**src/rtl/router_3_out_arbiter_if.sv**
```systemverilog
// ---------------------------------------------------------------------------
// router_3_out_arbiter_if
// Handshake bundle between one router_3 output arbiter and its surroundings
// (the N/W/L input FIFOs, the crossbar select and the downstream credit).
//
// Signals
//   req_N/W/L    FIFO non-empty (head flit valid)
//   tail_N/W/L   head flit of that FIFO is a tail flit
//   out_ready    downstream accepts a flit this cycle
//   sel_out[2:0] crossbar select, 3'b111 when nothing is selected
//   rd_en_N/W/L  pop strobe to the granted FIFO
//   grant[2:0]   one-hot {L,W,N} lock owner, 0 when idle
//   busy         arbiter holds a packet lock
//   timeout_err  one-cycle pulse on a forced lock release
//
// Modports
//   master : FIFO/crossbar side, drives requests and sees the arbiter outputs
//   slave  : the arbiter itself
// ---------------------------------------------------------------------------
interface router_3_out_arbiter_if;
  logic       req_N;
  logic       req_W;
  logic       req_L;
  logic       tail_N;
  logic       tail_W;
  logic       tail_L;
  logic       out_ready;
  logic [2:0] sel_out;
  logic       rd_en_N;
  logic       rd_en_W;
  logic       rd_en_L;
  logic [2:0] grant;
  logic       busy;
  logic       timeout_err;

  modport master (
    output req_N, req_W, req_L, tail_N, tail_W, tail_L, out_ready,
    input  sel_out, rd_en_N, rd_en_W, rd_en_L, grant, busy, timeout_err
  );

  modport slave (
    input  req_N, req_W, req_L, tail_N, tail_W, tail_L, out_ready,
    output sel_out, rd_en_N, rd_en_W, rd_en_L, grant, busy, timeout_err
  );
endinterface

```
**src/rtl/router_3_out_arbiter.sv**
```systemverilog
// ---------------------------------------------------------------------------
// router_3_out_arbiter
// Round-robin, packet-locked (wormhole) arbiter for one router_3 output port.
// Shares the 3-input crossbar mux among the N, W and L input FIFOs and holds
// a grant from the head flit to the tail flit of a packet.
//
// Ports
//   clk   rising-edge clock
//   rst   asynchronous, active-low reset
//   bus   router_3_out_arbiter_if.slave (requests, tails, credit in;
//         crossbar select, pops, grant, busy, timeout_err out)
//
// Parameters
//   TIMEOUT_CYC  stalled-lock cycles before a forced release
//   TMO_W        width of the stall counter
//
// Configuration
//   ROUTER3_ARB_TIMEOUT_EN  when defined, a lock whose owner withholds its
//   request for TIMEOUT_CYC consecutive (non-pop) cycles is forcibly released
//   and timeout_err pulses. When undefined the lock is held indefinitely and
//   timeout_err is tied low.
// ---------------------------------------------------------------------------
`ifndef N_PORT
`define N_PORT 3'd0
`endif
`ifndef W_PORT
`define W_PORT 3'd1
`endif
`ifndef L_PORT
`define L_PORT 3'd2
`endif

module router_3_out_arbiter #(
  parameter int TIMEOUT_CYC = 16,
  parameter int TMO_W       = 5
) (
  input logic                  clk,
  input logic                  rst,
  router_3_out_arbiter_if.slave bus
);

  typedef enum logic {ST_IDLE, ST_LOCK} state_t;

  // Must differ from every port code so the crossbar reports no valid output.
  localparam logic [2:0] SEL_NONE = 3'b111;

  // Port index 0=N, 1=W, 2=L; cyclic successor.
  function automatic logic [1:0] next_port(input logic [1:0] p);
    return (p == 2'd2) ? 2'd0 : p + 2'd1;
  endfunction

  function automatic logic [2:0] port_sel(input logic [1:0] p);
    case (p)
      2'd0:    return `N_PORT;
      2'd1:    return `W_PORT;
      default: return `L_PORT;
    endcase
  endfunction

  if (TIMEOUT_CYC < 1 || TIMEOUT_CYC > (1 << TMO_W) - 1) begin : g_param_check
    $error("router_3_out_arbiter: TMO_W too narrow for TIMEOUT_CYC");
  end

  state_t     r_state,  w_state_nxt;
  logic [2:0] r_grant,  w_grant_nxt;
  logic [2:0] r_sel,    w_sel_nxt;
  logic [1:0] r_rr_ptr, w_rr_ptr_nxt;

  logic [2:0] w_req;
  logic [2:0] w_tail;
  logic [2:0] w_rd_en;
  logic       w_pop;
  logic       w_tail_pop;
  logic [1:0] w_owner;
  logic       w_pick_valid;
  logic [1:0] w_pick;
  logic       w_tmo_hit;

  assign w_req  = {bus.req_L,  bus.req_W,  bus.req_N};
  assign w_tail = {bus.tail_L, bus.tail_W, bus.tail_N};

  // Only the lock owner can pop, and only when it has a flit and a credit.
  assign w_rd_en    = r_grant & w_req & {3{bus.out_ready}};
  assign w_pop      = |w_rd_en;
  assign w_tail_pop = |(w_rd_en & w_tail);
  assign w_owner    = r_grant[2] ? 2'd2 : (r_grant[1] ? 2'd1 : 2'd0);

  // First requester at or after the round-robin pointer, in order N->W->L->N.
  always_comb begin
    logic [1:0] v_p;
    // NOTE: every always_comb output gets a default before any branch so no
    // path leaves it unassigned, which would infer a latch.
    w_pick_valid = 1'b0;
    w_pick       = r_rr_ptr;
    v_p          = r_rr_ptr;
    for (int k = 0; k < 3; k++) begin
      if (!w_pick_valid && w_req[v_p]) begin
        w_pick_valid = 1'b1;
        w_pick       = v_p;
      end
      v_p = next_port(v_p);
    end
  end

`ifdef ROUTER3_ARB_TIMEOUT_EN
  logic [TMO_W-1:0] r_tmo_cnt;
  logic             r_tmo_err;
  logic             w_stalled;

  // Owner holds the lock but has no flit; credit stalls are not counted.
  assign w_stalled = (r_state == ST_LOCK) && |(r_grant & ~w_req);
  assign w_tmo_hit = w_stalled && !w_pop &&
                     (r_tmo_cnt == TMO_W'(TIMEOUT_CYC - 1));

  always_ff @(posedge clk or negedge rst) begin
    if (!rst) begin
      r_tmo_cnt <= '0;
      r_tmo_err <= 1'b0;
    end else begin
      r_tmo_err <= w_tmo_hit;
      if (r_state != ST_LOCK || w_pop || w_tmo_hit)
        r_tmo_cnt <= '0;
      else if (w_stalled)
        r_tmo_cnt <= r_tmo_cnt + 1'b1;
    end
  end

  assign bus.timeout_err = r_tmo_err;
`else
  assign w_tmo_hit       = 1'b0;
  assign bus.timeout_err = 1'b0;
`endif

  // Next-state and registered-output logic.
  always_comb begin
    w_state_nxt  = r_state;
    w_grant_nxt  = r_grant;
    w_sel_nxt    = r_sel;
    w_rr_ptr_nxt = r_rr_ptr;
    case (r_state)
      ST_IDLE: begin
        if (w_pick_valid) begin
          w_state_nxt = ST_LOCK;
          w_grant_nxt = 3'b001 << w_pick;
          w_sel_nxt   = port_sel(w_pick);
        end
      end
      ST_LOCK: begin
        // Requests arriving with the tail wait for the next IDLE cycle.
        if (w_tail_pop || w_tmo_hit) begin
          w_state_nxt  = ST_IDLE;
          w_grant_nxt  = 3'b000;
          w_sel_nxt    = SEL_NONE;
          w_rr_ptr_nxt = next_port(w_owner);
        end
      end
      default: begin
        w_state_nxt = ST_IDLE;
        w_grant_nxt = 3'b000;
        w_sel_nxt   = SEL_NONE;
      end
    endcase
  end

  always_ff @(posedge clk or negedge rst) begin
    if (!rst) begin
      r_state  <= ST_IDLE;
      r_grant  <= 3'b000;
      r_sel    <= SEL_NONE;
      r_rr_ptr <= 2'd0;
    end else begin
      // NOTE: sequential state uses non-blocking assignments so every register
      // samples pre-edge values regardless of statement order.
      r_state  <= w_state_nxt;
      r_grant  <= w_grant_nxt;
      r_sel    <= w_sel_nxt;
      r_rr_ptr <= w_rr_ptr_nxt;
    end
  end

  assign bus.sel_out = r_sel;
  assign bus.grant   = r_grant;
  assign bus.busy    = (r_state == ST_LOCK);
  assign bus.rd_en_N = w_rd_en[0];
  assign bus.rd_en_W = w_rd_en[1];
  assign bus.rd_en_L = w_rd_en[2];

endmodule

```
**src/flat_wrapper.sv**
```systemverilog
// flat-port wrapper written by rule: the top's interface ports become plain ports
module router_3_out_arbiter_flat 
#(
  parameter int TIMEOUT_CYC = 16,
  parameter int TMO_W       = 5
)
  (clk, rst, bus_req_N, bus_req_W, bus_req_L, bus_tail_N, bus_tail_W, bus_tail_L, bus_out_ready, bus_sel_out, bus_rd_en_N, bus_rd_en_W, bus_rd_en_L, bus_grant, bus_busy, bus_timeout_err);
  router_3_out_arbiter_if bus_i ();
  input logic clk;
  input logic rst;
  input wire logic [$bits(bus_i.req_N)-1:0] bus_req_N;
  input wire logic [$bits(bus_i.req_W)-1:0] bus_req_W;
  input wire logic [$bits(bus_i.req_L)-1:0] bus_req_L;
  input wire logic [$bits(bus_i.tail_N)-1:0] bus_tail_N;
  input wire logic [$bits(bus_i.tail_W)-1:0] bus_tail_W;
  input wire logic [$bits(bus_i.tail_L)-1:0] bus_tail_L;
  input wire logic [$bits(bus_i.out_ready)-1:0] bus_out_ready;
  output wire logic [$bits(bus_i.sel_out)-1:0] bus_sel_out;
  output wire logic [$bits(bus_i.rd_en_N)-1:0] bus_rd_en_N;
  output wire logic [$bits(bus_i.rd_en_W)-1:0] bus_rd_en_W;
  output wire logic [$bits(bus_i.rd_en_L)-1:0] bus_rd_en_L;
  output wire logic [$bits(bus_i.grant)-1:0] bus_grant;
  output wire logic [$bits(bus_i.busy)-1:0] bus_busy;
  output wire logic [$bits(bus_i.timeout_err)-1:0] bus_timeout_err;
  assign bus_i.req_N = bus_req_N;
  assign bus_i.req_W = bus_req_W;
  assign bus_i.req_L = bus_req_L;
  assign bus_i.tail_N = bus_tail_N;
  assign bus_i.tail_W = bus_tail_W;
  assign bus_i.tail_L = bus_tail_L;
  assign bus_i.out_ready = bus_out_ready;
  assign bus_sel_out = bus_i.sel_out;
  assign bus_rd_en_N = bus_i.rd_en_N;
  assign bus_rd_en_W = bus_i.rd_en_W;
  assign bus_rd_en_L = bus_i.rd_en_L;
  assign bus_grant = bus_i.grant;
  assign bus_busy = bus_i.busy;
  assign bus_timeout_err = bus_i.timeout_err;
  router_3_out_arbiter #(.TIMEOUT_CYC(TIMEOUT_CYC), .TMO_W(TMO_W)) u_core (.clk(clk), .rst(rst), .bus(bus_i));
endmodule
```
**config.mk**
```make
export PLATFORM = sky130hd
export DESIGN_NAME = router_3_out_arbiter_flat
export DESIGN_NICKNAME = d
export VERILOG_FILES = /design/src/rtl/router_3_out_arbiter_if.sv /design/src/rtl/router_3_out_arbiter.sv /design/src/flat_wrapper.sv
export SDC_FILE = /design/constraint.sdc
export NUM_CORES = 1
export LEC_CHECK = 0
export ABC_AREA = 1
export BUFFER_PORTS_ARGS = -buffer_cell sky130_fd_sc_hd__buf_2
export CELL_PAD_IN_SITES_DETAIL_PLACEMENT = 2
export CELL_PAD_IN_SITES_GLOBAL_PLACEMENT = 2
export CORE_MARGIN = 3
export CORE_UTILIZATION = 28
export CTS_CLUSTER_DIAMETER = 50
export DETAILED_ROUTE_END_ITERATION = 8
export GPL_TIMING_DRIVEN = 1
export HOLD_SLACK_MARGIN = 0.1
export PLACE_DENSITY = 0.83
export SLEW_MARGIN = 20
export SYNTH_ARGS = -nofsm -noshare
export SYNTH_HDL_FRONTEND = slang
export SYNTH_SLANG_ARGS = --single-unit
```
**constraint.sdc**
```tcl
create_clock -name clk -period 2.1 [get_ports clk]
set_input_delay 0.315 -clock clk [delete_from_list [all_inputs] [get_ports clk]]
set_output_delay 0.315 -clock clk [all_outputs]
set_load 0.01 [all_outputs]
```
==> results of run 1 <==
## layer usage
layer / vias up / part of all wire, % / track usage (%)
met2: 16 / 50 / 25.8
met4: 0 / 0.59 / 2.08
li1: 352 / - / -
met1: 321 / 45 / 18.6
met3: 2 / 5.1 / 5.37
met5: - / 0 / 0
## worst min-delay path: cells and delay by family
family                 cells  cell delay [ns]
AND/OR/NAND/NOR            2             0.13
buffers and inverters      1             0.08
AO/OA/AOI/OAI              1             0.08
## state kept, by name, indices dropped and copies added, names as in the netlist
name                flops
u_core.bus.busy         1
u_core.bus.sel_out      3
u_core.r_rr_ptr         2
u_core.bus.grant        3
## logic make-up (layout without fill, tap and decap cells)
| logic type | count (synthesis) | in the layout | share of synthesized area (%) |
|---|---|---|---|
| AOI/OAI and AO/OA | 8 | 8 | 7.51 |
| buffers and inverters | 20 | 41 | 13.4 |
| DFF | 9 | 9 | 33.5 |
| other | 1 | 1 | 0.549 |
| and+or+nand+nor | 62 | 62 | 45.1 |
## synth_stat cells, types with 2 or more instances
cell type,n,share of area (%)
nand2_1,31,17
nand3_1,15,11
inv_1,14,7.7
dfrtp_1,6,22
o21ai_0,5,3.7
dfstp_2,3,12
inv_2,3,1.6
nand2_2,3,2.7
nor2_1,3,1.6
nor2_2,3,2.7
nand4_1,2,1.8
nor2_4,2,3.3
## cell type report
type / count / area (um^2)
fillers: 287 / 1430
well taps: 28 / 35.0
multi-input cells: 71 / 363
clock buffers: 4 / 26.3
flip-flops and latches: 9 / 229
repair buffers: 19 / 100
inverters: 18 / 72.6
## path summary, 6_finish.rpt
kind,startpoint,to,depth (start not counted)
setup / recovery,u_core.r_rr_ptr[1],u_core.bus.grant[1],8
hold / removal,bus_tail_W,u_core.bus.busy,4
setup reg to reg,u_core.r_rr_ptr[1],u_core.bus.grant[1],8
hold reg to reg,u_core.bus.sel_out[1],u_core.bus.sel_out[1],4
max in group asynchronous,rst,u_core.bus.sel_out[0],2
min in group asynchronous,rst,u_core.bus.busy,2
## timing repair
action | CTS | global route
hold buffers | 1 | 0
endpoints found under the hold margin | 6 | 0
gates resized for setup | 0 | 0
## cells in the final DEF (no fill, tap or decap), drive strengths merged
master	instances
nor3	2
dfrtp	6
inv	18
clkbuf	4
conb	1
dfstp	3
nand3	16
buf	18
a21oi	2
nand4	2
nor2	8
o21ai	6
dlygate4sd3	1
nand2	34
## stage by stage
stage / instances / setup WS [ns]
final: 149 / 0.470
after global routing: 149 / 0.272
after CTS: 149 / 0.429
after detailed placement: 144 / 0.453
after global placement: 144 / 0.556
after floorplan: 100 / 0.677
## power by group
| part | leakage, nW | internal (mW) | switching, mW |
|---|---|---|---|
| clock network | 0.0150 | 0.0732 | 0.0603 |
| registers | 0.106 | 0.270 | 0.0885 |
| logic | 0.350 | 0.257 | 0.505 |
| total | 0.471 | 0.600 | 0.654 |
==> flow_metrics.env, run 1 <==
export IMPL_reg2reg_setup_slack_ns=0.47
export IMPL_synthesis_instances=100
export IMPL_die_w_um=55.4
export IMPL_critical_path_cell_chain="nor2_1 -> nand2_1 -> nand3_4 -> nor2_4 -> a21oi_4 -> nor2_2 -> nand2_1 -> nand2_1"
export IMPL_crit_arrival_ns=1.83
export IMPL_netlist_area_um2=683
export IMPL_clk_pin_slew_ns=0.06
export IMPL_end_kind="register"
export IMPL_start_util_pct=30.3
export IMPL_min_path_type="input port to register"
export IMPL_gp_congestion=0.825
export IMPL_clk_latency_ns=0.26
export IMPL_cts_max_level=1
export IMPL_finalClockSkew_ns=0.00281
export IMPL_drv_cap=0
export IMPL_avgSynthCellArea_um2=6.83
export IMPL_p_total_mw=1.25
export IMPL_drt_iter0_markers=4
export IMPL_p_leak_nw=0.471
export IMPL_cp_max_fo=8
export IMPL_post_route_util_pct=36.6
export IMPL_vias=691
export IMPL_nets=131
export IMPL_cts_sinks=9
export IMPL_crit_required_ns=2.30
export IMPL_drv_slew=0
export IMPL_setup_violations=0
export IMPL_ios=20
export IMPL_place_detailed_hpwl_mm=1.70
export IMPL_synth_seq_cells=9
export IMPL_cts_setup_buffers=0
export IMPL_outcome="completed"
export IMPL_ys_seq_area_share_pct=33.5
export IMPL_wl_per_cell_um=13.6
export IMPL_viasPerCell=4.64
export IMPL_p_per_area_nw_per_um2=1520
export IMPL_tns_ns=0
export IMPL_coreArea_um2=2250
export IMPL_critPathKind="register to register"
export IMPL_synth_edff_count=0
export IMPL_wl_mm=2.02
export IMPL_synthDistinctLibCells=22
export IMPL_fin_crit_ns=1.63
export IMPL_design_area_um2=826
export IMPL_vdd_drop_max_v=0.000547
export IMPL_first_global_vias=781
export IMPL_grt_max_degree=10
export IMPL_cts_root_buf="clkbuf_4"
export IMPL_areaGrowthSynthToFinish_pct=20.9
export IMPL_post_route_period_util_pct=77.6
export IMPL_ant_nets=0
export IMPL_max_stage_delay_ns=0.54
export IMPL_rsz0062_at_grt="false"
export IMPL_yosysWarnings=0
export IMPL_grt_usage_pct=15.1
export IMPL_gr_total_overflow=0
export IMPL_numCtsBuffers=3
export IMPL_antenna_found_initial=0
export IMPL_drc_errors=0
export IMPL_slowest_stage="dfrtp_1"
export IMPL_dr_pass1_iters=3
export IMPL_grt_pass1_wl_mm=3.75
export IMPL_placed_area_um2=790
export IMPL_synthFlopType="dfrtp_1"
export IMPL_clockBufferDepth=2
export IMPL_syn_nets=109
export IMPL_critPathTopFamily="simple AND/OR/NAND/NOR gates"
export IMPL_fin_hold_ws_ns=0.378
export IMPL_drive_above_1_share_pct=32.2
export IMPL_path_common_cell="nand2_1"
export IMPL_crit_buf_inv=0
export IMPL_die_area_um2=3070
export IMPL_n_antenna_cell=0
export IMPL_max_freq_ghz=0.613
export IMPL_start_kind="register"
export IMPL_cts_tree="done"
export IMPL_floorplan_rows=17
export IMPL_io_buffers=18
export IMPL_timing_final_hold_violations=0
export IMPL_die_h_um=55.4
export IMPL_async_reset_ff_share_pct=100
No activity file was read; power rests on OpenSTA's default activity.
==> run 2: changes to the inputs <==
--- a/config.mk
+++ b/config.mk
@@ -9,13 +9,14 @@
 export BUFFER_PORTS_ARGS = -buffer_cell sky130_fd_sc_hd__buf_2
 export CELL_PAD_IN_SITES_DETAIL_PLACEMENT = 2
 export CELL_PAD_IN_SITES_GLOBAL_PLACEMENT = 2
+export CORE_ASPECT_RATIO = 0.5
 export CORE_MARGIN = 3
-export CORE_UTILIZATION = 28
+export CORE_UTILIZATION = 26
 export CTS_CLUSTER_DIAMETER = 50
 export DETAILED_ROUTE_END_ITERATION = 8
 export GPL_TIMING_DRIVEN = 1
 export HOLD_SLACK_MARGIN = 0.1
-export PLACE_DENSITY = 0.83
+export PLACE_DENSITY = 0.78
 export SLEW_MARGIN = 20
 export SYNTH_ARGS = -nofsm -noshare
 export SYNTH_HDL_FRONTEND = slang
==> constraint.sdc (replaced) <==
create_clock -name clk -period 1.6 [get_ports clk]
set_input_delay 0.24 -clock clk [delete_from_list [all_inputs] [get_ports clk]]
set_output_delay 0.24 -clock clk [all_outputs]
set_load 0.01 [all_outputs]
==> run 2 against run 1 <==
Largest power group unchanged. Sequential power increased by 38%. Die area increased by 8.1%. Utilization increased by 4.6 points. Critical path depth increased by 2. Design area increased by 18%. Wire length increased by 12%. Critical path type unchanged.
==> flow_metrics.env, run 2 (synthesized netlist as in run 1, its figures left out) <==
export IMPL_outcome="completed"
export IMPL_route_met3_wl_um=67
export IMPL_numCtsBuffers=3
export IMPL_die_w_um=78.5
export IMPL_dr_pass1_iters=4
export IMPL_rsz0062_at_grt="true"
export IMPL_p_leak_nw=0.522
export IMPL_post_route_period_util_pct=94.6
export IMPL_post_route_util_pct=41.2
export IMPL_instances_no_fill=161
export IMPL_setup_violations=0
export IMPL_top_layer="met3"
export IMPL_nFillCells=293
export IMPL_clk_latency_ns=0.24
export IMPL_gp_congestion=0.717
export IMPL_cts_sinks=9
export IMPL_nets=136
export IMPL_viasPerCell=4.46
export IMPL_multi_input_area_um2=440
export IMPL_fin_hold_ws_ns=0.343
export IMPL_cts_root_buf="clkbuf_8"
export IMPL_drv_cap=0
export IMPL_drive_above_1_share_pct=49.2
export IMPL_n_antenna_cell=0
export IMPL_start_kind="register"
export IMPL_drc_errors=0
export IMPL_place_detailed_hpwl_mm=1.69
export IMPL_wl_per_cell_um=14.0
export IMPL_crit_required_ns=1.72
export IMPL_dp_cells=151
export IMPL_start_util_pct=29.0
export IMPL_vdd_drop_max_v=0.000982
export IMPL_cts_max_level=1
export IMPL_met2_wirelength_mm=1.09
export IMPL_drv_slew=0
export IMPL_areaGrowthSynthToFinish_pct=42.3
export IMPL_cts_tree="done"
export IMPL_antenna_found_initial=0
export IMPL_seq_area_um2=231
export IMPL_timing_final_hold_violations=0
export IMPL_finalClockSkew_ns=0.00169
export IMPL_wl_met1_mm=1.10
export IMPL_clk_pin_slew_ns=0.05
export IMPL_critPathKind="register to register"
export IMPL_floorplan_rows=12
export IMPL_drt_iter0_markers=19
export IMPL_clockBufferDepth=2
export IMPL_end_kind="register"
export IMPL_p_per_area_nw_per_um2=2120
export IMPL_die_h_um=42.2
export IMPL_io_buffers=18
export IMPL_cp_max_fo=8
export IMPL_ff2ff_path_depth=10
export IMPL_min_path_type="input port to register"
export IMPL_grt_max_degree=10
export IMPL_grt_pass1_wl_mm=3.53
export IMPL_die_area_um2=3320
export IMPL_min_path_cells=4
export IMPL_grt_usage_pct=13.7
export IMPL_vias=718
export IMPL_ant_nets=0
export IMPL_fin_crit_ns=1.51
export IMPL_max_freq_ghz=0.660
export IMPL_layout_common_cells="nand2_1, buf_2, inv_1, nand3_1, nand3_2"
export IMPL_gr_total_overflow=0
export IMPL_coreArea_um2=2360
export IMPL_first_global_vias=718
export IMPL_wl_mm=2.25
export IMPL_crit_arrival_ns=1.63
export IMPL_final_common_cell="nand2_1"
export IMPL_ios=20
run 2: final timing paths:
kind	startpoint	to	slack [ns]
worst max-delay path	u_core.r_rr_ptr[1]	u_core.bus.grant[0]	0.09
worst min-delay path	bus_tail_W	u_core.bus.busy	0.34
worst max register to register	u_core.r_rr_ptr[1]	u_core.bus.grant[0]	0.09
worst min register to register	u_core.bus.grant[2]	u_core.bus.grant[2]	0.52
max in group asynchronous	rst	u_core.bus.sel_out[2]	0.95
min in group asynchronous	rst	u_core.bus.grant[2]	0.41
run 2: repair_timing:
| action | CTS | global route |
|---|---|---|
| hold endpoints to repair | 9 | 0 |
| setup buffers | 0 | 5 |
| setup endpoints to repair | 2 | 7 |
| pin swaps | 0 | 5 |
| resized for setup | 1 | 23 |
| hold buffers | 1 | 0 |
run 2: power by group:
part	switching (mW)	total [mW]	internal (mW)
Combinational	0.804	1.29	0.489
Clock	0.0981	0.268	0.170
Sequential	0.136	0.497	0.360
Total	1.04	2.06	1.02
run 2: critical path: stages, from the launching register on:
cell and delay [ns]:
dfrtp_2 0.47, clkinv_4 0.12, nand2_4 0.06, nor2_4 0.12, inv_2 0.06, nand2_2 0.08, nor2_4 0.05, a21oi_4 0.25
nor2_4 0.07, nand2_1 0.07, nand2_1 0.06
run 2: final cells by class:
cell class / count / area share, %
clock buffers: 3 / 4.25
repair buffers: 24 / 14.2
well taps: 35 / 4.50
inverters: 18 / 7.46
flip-flops and latches: 9 / 23.8
clock inverters: 1 / 0.515
multi-input cells: 71 / 45.3
run 2: stage by stage:
stage | power (mW) | TNS, ns | instance area (um^2) | setup WS [ns]
2_1_floorplan | 1.20 | 0 | 683 | 0.177
3_3_place_gp | 1.45 | 0 | 798 | 0.0170
3_5_place_dp | 1.48 | -0.0283 | 798 | -0.0248
4_1_cts | 1.77 | 0 | 856 | 0.0315
5_1_grt | 2.26 | -0.286 | 972 | -0.0630
6_report | 2.06 | 0 | 972 | 0.0858
run 2: routing by layer:
| metal | track usage [%] | vias to the layer above |
|---|---|---|
| li1 | - | 366 |
| met1 | 19.7 | 340 |
| met2 | 21.6 | 12 |
| met3 | 3.22 | 0 |
| met4 | 1.05 | 0 |
| met5 | 0 | - |
==> run 3: changes to the inputs <==
--- a/config.mk
+++ b/config.mk
@@ -7,16 +7,17 @@
 export LEC_CHECK = 0
 export ABC_AREA = 1
 export BUFFER_PORTS_ARGS = -buffer_cell sky130_fd_sc_hd__buf_2
+export CAP_MARGIN = 0
 export CELL_PAD_IN_SITES_DETAIL_PLACEMENT = 2
 export CELL_PAD_IN_SITES_GLOBAL_PLACEMENT = 2
 export CORE_ASPECT_RATIO = 0.5
 export CORE_MARGIN = 3
-export CORE_UTILIZATION = 26
+export CORE_UTILIZATION = 23
 export CTS_CLUSTER_DIAMETER = 50
 export DETAILED_ROUTE_END_ITERATION = 8
 export GPL_TIMING_DRIVEN = 1
 export HOLD_SLACK_MARGIN = 0.1
-export PLACE_DENSITY = 0.78
+export PLACE_DENSITY = 0.73
 export SLEW_MARGIN = 20
 export SYNTH_ARGS = -nofsm -noshare
 export SYNTH_HDL_FRONTEND = slang
==> constraint.sdc (replaced) <==
create_clock -name clk -period 1.2 [get_ports clk]
set_input_delay 0.18 -clock clk [delete_from_list [all_inputs] [get_ports clk]]
set_output_delay 0.18 -clock clk [all_outputs]
set_load 0.01 [all_outputs]
==> run 3 against run 2 <==
The run now ends with negative setup slack left. Non-clock buffer count increased by 16. Wire length rose by 43%. Die area rose by 12%. Cell count increased by 11%. Clock power up 36%. Sequential share of layout area down 3.5 points. Combinational power is 72% higher. Global-route usage rose by 2.7 points. Hold slack lost 0.016 ns. Critical endpoint is now u_core.bus.sel_out[0].
==> flow_metrics.env, run 3 (synthesized netlist as in run 1, its figures left out) <==
export IMPL_final_common_cell="nand2_1"
export IMPL_floorplan_rows=13
export IMPL_critPathKind="register to register"
export IMPL_place_detailed_hpwl_mm=1.84
export IMPL_wl_mm=3.22
export IMPL_die_w_um=83.1
export IMPL_startpoint="u_core.r_rr_ptr[1]"
export IMPL_p_clk_share_pct=11.3
export IMPL_p_leak_nw=0.610
export IMPL_cts_sinks=9
export IMPL_nets=152
export IMPL_layout_common_cells="nand2_1, buf_4, buf_2, inv_1, nand2_2"
export IMPL_reg2reg_setup_slack_ns=-0.43
export IMPL_reg2reg_to="u_core.bus.sel_out[0]"
export IMPL_end_kind="register"
export IMPL_wl_met1_mm=1.31
export IMPL_min_path_type="input port to async pin"
export IMPL_drv_cap=0
export IMPL_wl_per_cell_um=18.0
export IMPL_fin_hold_ws_ns=0.327
export IMPL_coreArea_um2=2720
export IMPL_die_area_um2=3700
export IMPL_fin_crit_ns=1.63
export IMPL_clockBufferDepth=2
export IMPL_fin_ws_ns=-0.427
export IMPL_violations="negative setup slack"
export IMPL_crit_path_end="u_core.bus.sel_out[0]"
export IMPL_cts_tree="done"
export IMPL_nFillCells=319
export IMPL_drt_iter0_markers=24
export IMPL_start_kind="register"
export IMPL_numCtsBuffers=3
export IMPL_internal_power_mw=1.64
export IMPL_grt_usage_pct=16.3
export IMPL_cp_max_fo=7
export IMPL_drive_above_1_share_pct=59.9
export IMPL_p_total_mw=3.23
export IMPL_drv_slew=0
export IMPL_instances_no_fill=179
export IMPL_tns_ns=-2.51
export IMPL_rsz0062_at_grt="true"
export IMPL_finalClockSkew_ns=0.00442
export IMPL_ant_nets=0
export IMPL_seqPwrFrac_pct=20.0
export IMPL_power_switching_mw=1.59
export IMPL_r2r_start="u_core.r_rr_ptr[1]"
export IMPL_comb_power_share_pct=68.7
export IMPL_areaGrowthSynthToFinish_pct=66.5
export IMPL_post_route_period_util_pct=136
export IMPL_first_global_vias=898
export IMPL_gp_congestion=0.799
export IMPL_antenna_found_initial=0
export IMPL_start_util_pct=25.1
export IMPL_io_buffers=18
export IMPL_route_met3_wl_um=99
export IMPL_vias=841
export IMPL_max_freq_ghz=0.614
export IMPL_n_antenna_cell=0
export IMPL_top_layer="met4"
export IMPL_cts_max_level=1
export IMPL_timing_final_hold_violations=0
export IMPL_outcome="finished, violations left"
export IMPL_viasPerCell=4.70
export IMPL_cts_root_buf="clkbuf_8"
export IMPL_grt_pass1_wl_mm=4.57
export IMPL_switching_share_pct=49.2
export IMPL_p_per_area_nw_per_um2=2840
export IMPL_clk_pin_slew_ns=0.05
export IMPL_dp_cells=165
export IMPL_drc_errors=0
export IMPL_preCtsSetupSlack_ns=-0.417
export IMPL_grt_max_degree=10
export IMPL_crit_required_ns=1.38
export IMPL_setup_violations=9
export IMPL_clk_latency_ns=0.24
export IMPL_dr_pass1_iters=4
export IMPL_vdd_drop_max_v=0.00105
export IMPL_ios=20
export IMPL_die_h_um=44.5
export IMPL_ff2ff_path_depth=10
export IMPL_crit_arrival_ns=1.81
export IMPL_gr_total_overflow=0
export IMPL_met2_wirelength_mm=1.76
[run 3: metrics by stage]
stage | cell area (um^2) | util (%)
4_1_cts | 1060 | 39.2
5_1_grt | 1140 | 41.9
3_5_place_dp | 942 | 34.7
6_report | 1140 | 41.9
2_1_floorplan | 734 | -
3_3_place_gp | 942 | 34.7
[run 3: area by class of cell]
class / instances / area (um^2) / area share (%)
clock buffers: 3 / 41.3 / 3.63
clock inverters: 1 / 5.00 / 0.440
inverters: 18 / 77.6 / 6.82
multi-input cells: 71 / 464 / 40.8
flip-flops and latches: 9 / 231 / 20.4
well taps: 37 / 46.3 / 4.07
repair buffers: 40 / 272 / 23.9
[run 3: power by group through the flow]
stage / combinational [mW] / clock, mW / sequential (mW)
final: 2.22 / 0.365 / 0.646
after global routing: 2.45 / 0.403 / 0.665
after CTS: 1.93 / 0.377 / 0.646
after detailed placement: 1.67 / 0 / 0.648
after global placement: 1.64 / 0 / 0.642
after floorplan: 1.08 / 0 / 0.646
[run 3: how the worst min path moves through the flow]
stage               startpoint                   to  slack, ns  cells past startpoint
finish                     rst  u_core.bus.grant[2]       0.33                      2
global route               rst  u_core.bus.grant[1]       0.33                      2
CTS                        rst  u_core.bus.grant[1]       0.32                      2
detailed placement         rst  u_core.bus.grant[0]       0.04                      1
global placement           rst  u_core.bus.grant[0]       0.05                      1
floorplan                  rst      u_core.bus.busy      -0.12                      0
[run 3: worst max-delay path, stage by stage, from the launching register on]
cell and delay (ns):
dfrtp_2 0.48, inv_8 0.11, nand2_2 0.06, nand3_2 0.10, nand2_2 0.08, nor2_4 0.17, buf_4 0.14, nand3_1 0.10
nand2_1 0.14, nand3_2 0.11, nand2_1 0.09
[run 3: per-layer routing]
metal | vias to the layer above | global-route usage [%]
met5 | - | 0
met4 | 0 | 2.93
met3 | 4 | 3.90
met2 | 18 | 32.3
met1 | 425 | 18.5
li1 | 394 | -
[run 3: repair_timing]
action / in CTS / in global routing
endpoints found under the setup margin: 9 / 10
buffers inserted: 5 / 4
endpoints found under the hold margin: 9 / 0
cloned: 0 / 0
resized for setup: 9 / 14
pin swaps: 7 / 7
hold buffers: 1 / 0
